==> src/rtl/fetch_unit_if.sv <==
// Fetch unit bus: redirect/flush controls, instruction memory port and downstream instruction port.
// Carries misalign only when FETCH_MISALIGN_TRAP_EN is defined.
interface fetch_unit_if;
    logic        ctrlFetch;
    logic [31:0] newPC;
    logic        global_reset;
    logic        imem_req;
    logic [31:0] imem_addr;
    logic        imem_ack;
    logic [31:0] imem_data;
    logic [31:0] inst;
    logic [31:0] inst_pc;
    logic        inst_valid;
    logic        inst_ready;
`ifdef FETCH_MISALIGN_TRAP_EN
    logic        misalign;
`endif

    modport master (
        input  ctrlFetch, newPC, global_reset, imem_ack, imem_data, inst_ready,
        output imem_req, imem_addr, inst, inst_pc, inst_valid
`ifdef FETCH_MISALIGN_TRAP_EN
        , output misalign
`endif
    );

    modport slave (
        output ctrlFetch, newPC, global_reset, imem_ack, imem_data, inst_ready,
        input  imem_req, imem_addr, inst, inst_pc, inst_valid
`ifdef FETCH_MISALIGN_TRAP_EN
        , input misalign
`endif
    );
endinterface

==> src/rtl/fetch_unit.sv <==
// Instruction fetch: PC register, single-outstanding memory read FSM and a 2-entry {pc, inst} buffer.
// Optional FETCH_MISALIGN_TRAP_EN adds a misaligned-redirect trap (misalign output, HALT state).
module fetch_unit #(
    parameter logic [31:0] RESET_PC = 32'h0000_0000
) (
    input  logic         clock,
    input  logic         reset,
    fetch_unit_if.master bus
);

    // state | meaning
    // IDLE  | no request outstanding
    // WAIT  | request outstanding, data will be buffered
    // DROP  | request outstanding, data will be discarded
    // HALT  | misaligned redirect trapped, no fetching (trap build only)
`ifdef FETCH_MISALIGN_TRAP_EN
    typedef enum logic [1:0] {ST_IDLE, ST_WAIT, ST_DROP, ST_HALT} state_t;
`else
    typedef enum logic [1:0] {ST_IDLE, ST_WAIT, ST_DROP} state_t;
`endif

    state_t      state_q, state_d, rest_st;
    logic [31:0] pc_q, pc_d, pc_inc;
    logic [31:0] addr_q, addr_d;
    logic [31:0] ent_pc_q   [2];
    logic [31:0] ent_inst_q [2];
    logic        rd_q, rd_d;
    logic [1:0]  cnt_q, cnt_d;
    logic        flush, pop, push, wr_idx, head_valid;
    logic [31:0] target;
`ifdef FETCH_MISALIGN_TRAP_EN
    logic        misalign_q, misalign_d;

    assign target       = bus.newPC;
    assign bus.misalign = misalign_q;
`else
    assign target = bus.newPC & 32'hFFFF_FFFC;
`endif

    assign head_valid = (cnt_q != 2'd0);
    assign flush      = bus.ctrlFetch | bus.global_reset;
    assign pop        = head_valid & bus.inst_ready;
    assign push       = (state_q == ST_WAIT) & bus.imem_ack & ~flush;
    assign wr_idx     = rd_q ^ cnt_q[0];
    assign pc_inc     = pc_q + 32'd4;

    always_comb begin
        state_d = state_q;
        pc_d    = pc_q;
        addr_d  = addr_q;
        cnt_d   = cnt_q;
        rd_d    = rd_q;
        rest_st = ST_IDLE;
`ifdef FETCH_MISALIGN_TRAP_EN
        misalign_d = misalign_q;
`endif

        if (flush) begin
            cnt_d = 2'd0;
        end else if (push && !pop) begin
            cnt_d = cnt_q + 2'd1;
        end else if (pop && !push) begin
            cnt_d = cnt_q - 2'd1;
        end
        if (pop && !flush) begin
            rd_d = ~rd_q;
        end

        if (push) begin
            pc_d = pc_inc;
        end
        if (bus.ctrlFetch) begin
            pc_d = target;
`ifdef FETCH_MISALIGN_TRAP_EN
            misalign_d = (bus.newPC[1:0] != 2'b00);
`endif
        end
`ifdef FETCH_MISALIGN_TRAP_EN
        if (misalign_d) begin
            rest_st = ST_HALT;
        end
`endif

        // Space is judged on the post-push/pop count so a request never overfills the buffer.
        case (state_q)
            ST_IDLE: begin
                if (flush) begin
                    state_d = rest_st;
                end else if (cnt_d != 2'd2) begin
                    state_d = ST_WAIT;
                    addr_d  = pc_q;
                end
            end
            ST_WAIT: begin
                if (flush) begin
                    state_d = bus.imem_ack ? rest_st : ST_DROP;
                end else if (bus.imem_ack) begin
                    if (cnt_d != 2'd2) begin
                        addr_d = pc_inc;
                    end else begin
                        state_d = ST_IDLE;
                    end
                end
            end
            ST_DROP: begin
                if (bus.imem_ack) begin
                    state_d = rest_st;
                end
            end
`ifdef FETCH_MISALIGN_TRAP_EN
            ST_HALT: begin
                if (bus.ctrlFetch) begin
                    state_d = rest_st;
                end
            end
`endif
            default: state_d = ST_IDLE;
        endcase
    end

    always_ff @(posedge clock or negedge reset) begin
        if (!reset) begin
            state_q <= ST_IDLE;
            pc_q    <= RESET_PC;
            addr_q  <= RESET_PC;
            cnt_q   <= 2'd0;
            rd_q    <= 1'b0;
            for (int i = 0; i < 2; i++) begin
                ent_pc_q[i]   <= 32'd0;
                ent_inst_q[i] <= 32'd0;
            end
`ifdef FETCH_MISALIGN_TRAP_EN
            misalign_q <= 1'b0;
`endif
        end else begin
            state_q <= state_d;
            pc_q    <= pc_d;
            addr_q  <= addr_d;
            cnt_q   <= cnt_d;
            rd_q    <= rd_d;
            if (push) begin
                ent_pc_q[wr_idx]   <= addr_q;
                ent_inst_q[wr_idx] <= bus.imem_data;
            end
`ifdef FETCH_MISALIGN_TRAP_EN
            misalign_q <= misalign_d;
`endif
        end
    end

    assign bus.imem_req   = (state_q == ST_WAIT) || (state_q == ST_DROP);
    assign bus.imem_addr  = addr_q;
    assign bus.inst_valid = head_valid;
    assign bus.inst       = ent_inst_q[rd_q];
    assign bus.inst_pc    = ent_pc_q[rd_q];

endmodule

==> src/flat_wrapper.sv <==
// flat-port wrapper written by rule: the top's interface ports become plain ports
module fetch_unit_flat 
#(
    parameter logic [31:0] RESET_PC = 32'h0000_0000
)
  (clock, reset, bus_ctrlFetch, bus_newPC, bus_global_reset, bus_imem_ack, bus_imem_data, bus_inst_ready, bus_imem_req, bus_imem_addr, bus_inst, bus_inst_pc, bus_inst_valid);
  fetch_unit_if bus_i ();
  input  logic clock;
  input  logic reset;
  input wire logic [$bits(bus_i.ctrlFetch)-1:0] bus_ctrlFetch;
  input wire logic [$bits(bus_i.newPC)-1:0] bus_newPC;
  input wire logic [$bits(bus_i.global_reset)-1:0] bus_global_reset;
  input wire logic [$bits(bus_i.imem_ack)-1:0] bus_imem_ack;
  input wire logic [$bits(bus_i.imem_data)-1:0] bus_imem_data;
  input wire logic [$bits(bus_i.inst_ready)-1:0] bus_inst_ready;
  output wire logic [$bits(bus_i.imem_req)-1:0] bus_imem_req;
  output wire logic [$bits(bus_i.imem_addr)-1:0] bus_imem_addr;
  output wire logic [$bits(bus_i.inst)-1:0] bus_inst;
  output wire logic [$bits(bus_i.inst_pc)-1:0] bus_inst_pc;
  output wire logic [$bits(bus_i.inst_valid)-1:0] bus_inst_valid;
  assign bus_i.ctrlFetch = bus_ctrlFetch;
  assign bus_i.newPC = bus_newPC;
  assign bus_i.global_reset = bus_global_reset;
  assign bus_i.imem_ack = bus_imem_ack;
  assign bus_i.imem_data = bus_imem_data;
  assign bus_i.inst_ready = bus_inst_ready;
  assign bus_imem_req = bus_i.imem_req;
  assign bus_imem_addr = bus_i.imem_addr;
  assign bus_inst = bus_i.inst;
  assign bus_inst_pc = bus_i.inst_pc;
  assign bus_inst_valid = bus_i.inst_valid;
  fetch_unit #(.RESET_PC(RESET_PC)) u_core (.clock(clock), .reset(reset), .bus(bus_i));
endmodule
==> config.mk <==
export PLATFORM = sky130hd
export DESIGN_NAME = fetch_unit_flat
export DESIGN_NICKNAME = d
export VERILOG_FILES = /design/src/rtl/fetch_unit_if.sv /design/src/rtl/fetch_unit.sv /design/src/flat_wrapper.sv
export SDC_FILE = /design/constraint.sdc
export NUM_CORES = 1
export LEC_CHECK = 0
export BUFFER_PORTS_ARGS = -buffer_cell sky130_fd_sc_hd__buf_2
export CAP_MARGIN = 15
export CORE_MARGIN = 1.5
export CORE_UTILIZATION = 63
export CTS_BUF_LIST = sky130_fd_sc_hd__clkbuf_8
export DETAILED_ROUTE_END_ITERATION = 7
export PLACE_DENSITY = 0.95
export SETUP_SLACK_MARGIN = 0.5
export SYNTH_ARGS = -nofsm -noshare
export SYNTH_HDL_FRONTEND = slang
export SYNTH_SLANG_ARGS = --single-unit
==> constraint.sdc <==
create_clock -name clock -period 3.5 [get_ports clock]
set_clock_uncertainty 0.05 [all_clocks]
set_input_delay 0.7 -clock clock [delete_from_list [all_inputs] [get_ports clock]]
set_output_delay 0.7 -clock clock [all_outputs]
set_load 0.03 [all_outputs]
==> reports/summary.json <==
{
  "outcome": {"value": "finished, final reports clean"},
  "power.ir.vdd_worst": {"value": 0.335, "unit": "mV"},
  "place_congestion": {"value": 0.907},
  "drt-wirelength-per-cell": {"value": 19.3, "unit": "um"},
  "syn-instance-count": {"value": 748},
  "leakage": {"value": 5.14, "unit": "nW"},
  "drt-initial-drc-count": {"value": 493},
  "final_total_negative_setup_slack": {"value": 0, "unit": "ns"},
  "final.period_utilization": {"value": 0.728},
  "cpLargestDelayFamily": {"value": "buffers and inverters"},
  "global_route_wire_length_before_repair": {"value": 34900, "unit": "um"},
  "fillCellCount": {"value": 941},
  "yosys_register_bits": {"value": 189},
  "final_layout_size_suffix_gt1_frac": {"value": 0.482},
  "critical_path_peak_fanout": {"value": 64},
  "holdCritPathClass": {"value": "input port to async pin"},
  "synth_area_per_cell": {"value": 12.5, "unit": "um2"},
  "worst_path_max_delay_cell": {"value": "mux2_2"},
  "number_of_primary_i_o_pins": {"value": 168},
  "grt_util_all_layers": {"value": 0.279},
  "route.final.wire_length": {"value": 21100, "unit": "um"},
  "tritoncts": {"value": "built"},
  "report.final.slew_viol_count": {"value": 0},
  "p_int": {"value": 0.00439, "unit": "W"},
  "layout_common_cells": {"value": "dfrtp_1, mux2_2, buf_2"},
  "drt_drc_violations_left": {"value": 0},
  "ys_dominant_reg_cell": {"value": "dfrtp_1"},
  "critical_path_required": {"value": 2.75, "unit": "ns"},
  "tightestPinTransition": {"value": 0.932, "unit": "ns"},
  "combinationalPowerShare": {"value": 0.340},
  "rsz0062_at_grt": {"value": "false"},
  "synth.yosys.seq_area_share": {"value": 0.505},
  "clock.fmax": {"value": 392, "unit": "MHz"},
  "net_switching_component_of_the_power": {"value": 0.00245, "unit": "W"},
  "path_clk_slew": {"value": 0.09, "unit": "ns"},
  "dpl-instance-area": {"value": 10400, "unit": "um2"},
  "final_hold_fails": {"value": 0},
  "clk_latency": {"value": 0.46, "unit": "ns"},
  "core.rowCount": {"value": 44},
  "commonest_non_fill_non_tap_cell_in_the_layout": {"value": "dfrtp_1"},
  "final.min_clock_period": {"value": 2.55, "unit": "ns"},
  "maxSlewHeadroom": {"value": 0.376},
  "detail_route.first_pass.iterations": {"value": 6},
  "post-dp-hpwl": {"value": 14200, "unit": "um"},
  "power_per_cell_area": {"value": 634, "unit": "nW/um2"},
  "grt_max_degree": {"value": 90},
  "dp_cells": {"value": 1059},
  "pwr-share-seq": {"value": 0.444},
  "crit_arrival": {"value": 1.80, "unit": "ns"},
  "total_die_area": {"value": 15600, "unit": "um2"},
  "path_class": {"value": "flip-flop to output port"},
  "num-nets-final": {"value": 971},
  "clock_power_share": {"value": 0.216},
  "post_synth_num_cell_types": {"value": 53},
  "worstSetupStartpointType": {"value": "flip-flop"},
  "number_of_global_route_vias_before_repair": {"value": 6947},
  "sw_frac_of_total": {"value": 0.358},
  "cp_slowest_stage_delay": {"value": 0.40, "unit": "ns"},
  "effective_utilization_at_floorplan": {"value": 0.644},
  "die_x_extent": {"value": 125, "unit": "um"},
  "number_of_buffers_created_by_cts": {"value": 17},
  "max-clock-path-buffers": {"value": 2},
  "fin_cells": {"value": 1093},
  "areaGrowthSynthToFinish": {"value": 15.2, "unit": "%"},
  "core_region_area": {"value": 14500, "unit": "um2"},
  "share_of_async_settable_or_async_resettable_flops_after_synthesis": {"value": 1.00},
  "series_of_cell_instances_along_the_critical_path": {"value": "buf_12, mux2_2, buf_2"},
  "overflow": {"value": 0},
  "setup_viol_count_final": {"value": 0},
  "clock-root-buffer": {"value": "clkbuf_8"},
  "antenna_violations_before_repair": {"value": 2},
  "clock_sink_count": {"value": 189},
  "final_cell_area": {"value": 10800, "unit": "um2"},
  "synth-edff-count": {"value": 0},
  "yosys_warnings": {"value": 0},
  "end_kind": {"value": "output port"},
  "maxCapViolCount": {"value": 0},
  "routed-via-count": {"value": 6727},
  "antenna_violating_nets_post_route": {"value": 0},
  "clock_tree.htree_level_count": {"value": 4},
  "route.detailed.vias_per_inst": {"value": 6.15},
  "fp.dieH": {"value": 125, "unit": "um"},
  "synth.cell_area": {"value": 9360, "unit": "um2"},
  "buffer_ports.inserted": {"value": 161},
  "post_cts_resize_count": {"value": 0},
  "critPathBufInv": {"value": 2}
}
power by group through the flow:
stage / clock network, W / logic, W / registers, W
floorplan: 0 / 0.00155 / 0.00316
CTS: 0.00150 / 0.00234 / 0.00303
detailed placement: 0 / 0.00233 / 0.00307
global route: 0.00159 / 0.00246 / 0.00311
global placement: 0 / 0.00227 / 0.00303
finish: 0.00148 / 0.00233 / 0.00304
final cells by class:
type / instances / area (um2) / share of cell area
sequential: 189 / 4730 / 0.438
multi-input combinational: 496 / 4340 / 0.403
timing repair buffer: 182 / 1030 / 0.0959
clock buffer: 19 / 262 / 0.0242
tap: 184 / 230 / 0.0213
clock inverter: 11 / 146 / 0.0136
inverter: 10 / 37.5 / 0.00348
antenna: 2 / 5.00 / 0.000464
final timing paths:
kind / start / endpoint / slack, ns / depth (start not counted)
setup / recovery: u_core.rd_q / bus_inst_pc[27] / 0.95 / 3
hold / removal: reset / u_core.ent_pc_q[36] / 0.23 / 1
setup reg to reg: u_core.pc_q[4] / u_core.pc_q[25] / 1.01 / 5
hold reg to reg: u_core.ent_pc_q[63] / u_core.ent_pc_q[63] / 0.46 / 1
max in group asynchronous: reset / u_core.ent_pc_q[26] / 2.38 / 2
min in group clock: bus_newPC[31] / u_core.pc_q[31] / 0.39 / 3
per-stage QoR:
stage	hold slack [ns]	utilization	total power (W)	worst slack (ns)
5_1_grt	0.287	0.742	0.00716	0.788
3_5_place_dp	0.441	0.713	0.00540	0.305
2_1_floorplan	0.354	-	0.00470	1.10
4_1_cts	0.254	0.741	0.00688	0.539
3_3_place_gp	0.433	0.713	0.00529	0.407
6_report	0.227	0.742	0.00684	0.951
registers in the layout, summed over array words and instances (netlist names):
name and count:
u_core.bus.imem_addr 30, u_core.state_q 2, u_core.pc_q 30, u_core.cnt_q 2, u_core.ent_inst_q 64, u_core.rd_q 1, u_core.ent_pc_q 60
what timing repair did:
item,4_1_cts,5_1_grt
setup endpoints to repair,0,15
setup buffers,0,2
hold buffers,0,0
hold endpoints to repair,0,0
metal layers:
| layer | wire [um] | part of all wire | GRT usage | vias up |
|---|---|---|---|---|
| met1 | 8640 | 0.41 | 0.352 | 3363 |
| met2 | 10400 | 0.49 | 0.462 | 283 |
| met3 | 1130 | 0.054 | 0.0498 | 73 |
| met5 | 0 | 0 | 0 | - |
| met4 | 908 | 0.043 | 0.147 | 0 |
| li1 | - | - | - | 3008 |
cells by family (layout without fill, tap and decap cells):
family          Yosys count  in the layout  synth area share
buf+inv                  66            222            0.0338
fa+ha+maj                 5              5           0.00668
flops                   189            189             0.505
compound gates           72             72            0.0575
mux                     215            215             0.270
other cells               1              6          0.000400
xor+xnor                 33             33            0.0309
simple gates            167            167            0.0961
cell usage after synthesis, types with 4 or more instances:
cell	instances	area, um2
and4_1	7	61.3
o21ai_0	14	70.1
buf_2	24	120
a31oi_1	8	50.1
a221o_1	5	50.1
or3_1	5	31.3
and2_1	6	37.5
buf_4	4	30.0
ha_1	5	62.6
nand4_1	22	138
a21oi_1	6	30.0
nor3_1	7	35.0
nand2_1	53	199
o311ai_0	15	131
mux2_4	28	420
nand3_1	24	120
clkbuf_1	21	78.8
xnor2_1	28	245
o211ai_1	9	67.6
nor2_1	16	60.1
xor2_1	5	43.8
and3_1	6	37.5
mux2_2	186	2090
dfrtp_1	189	4730
inv_1	10	37.5
Note: power is estimated with default switching activity, not from simulation.
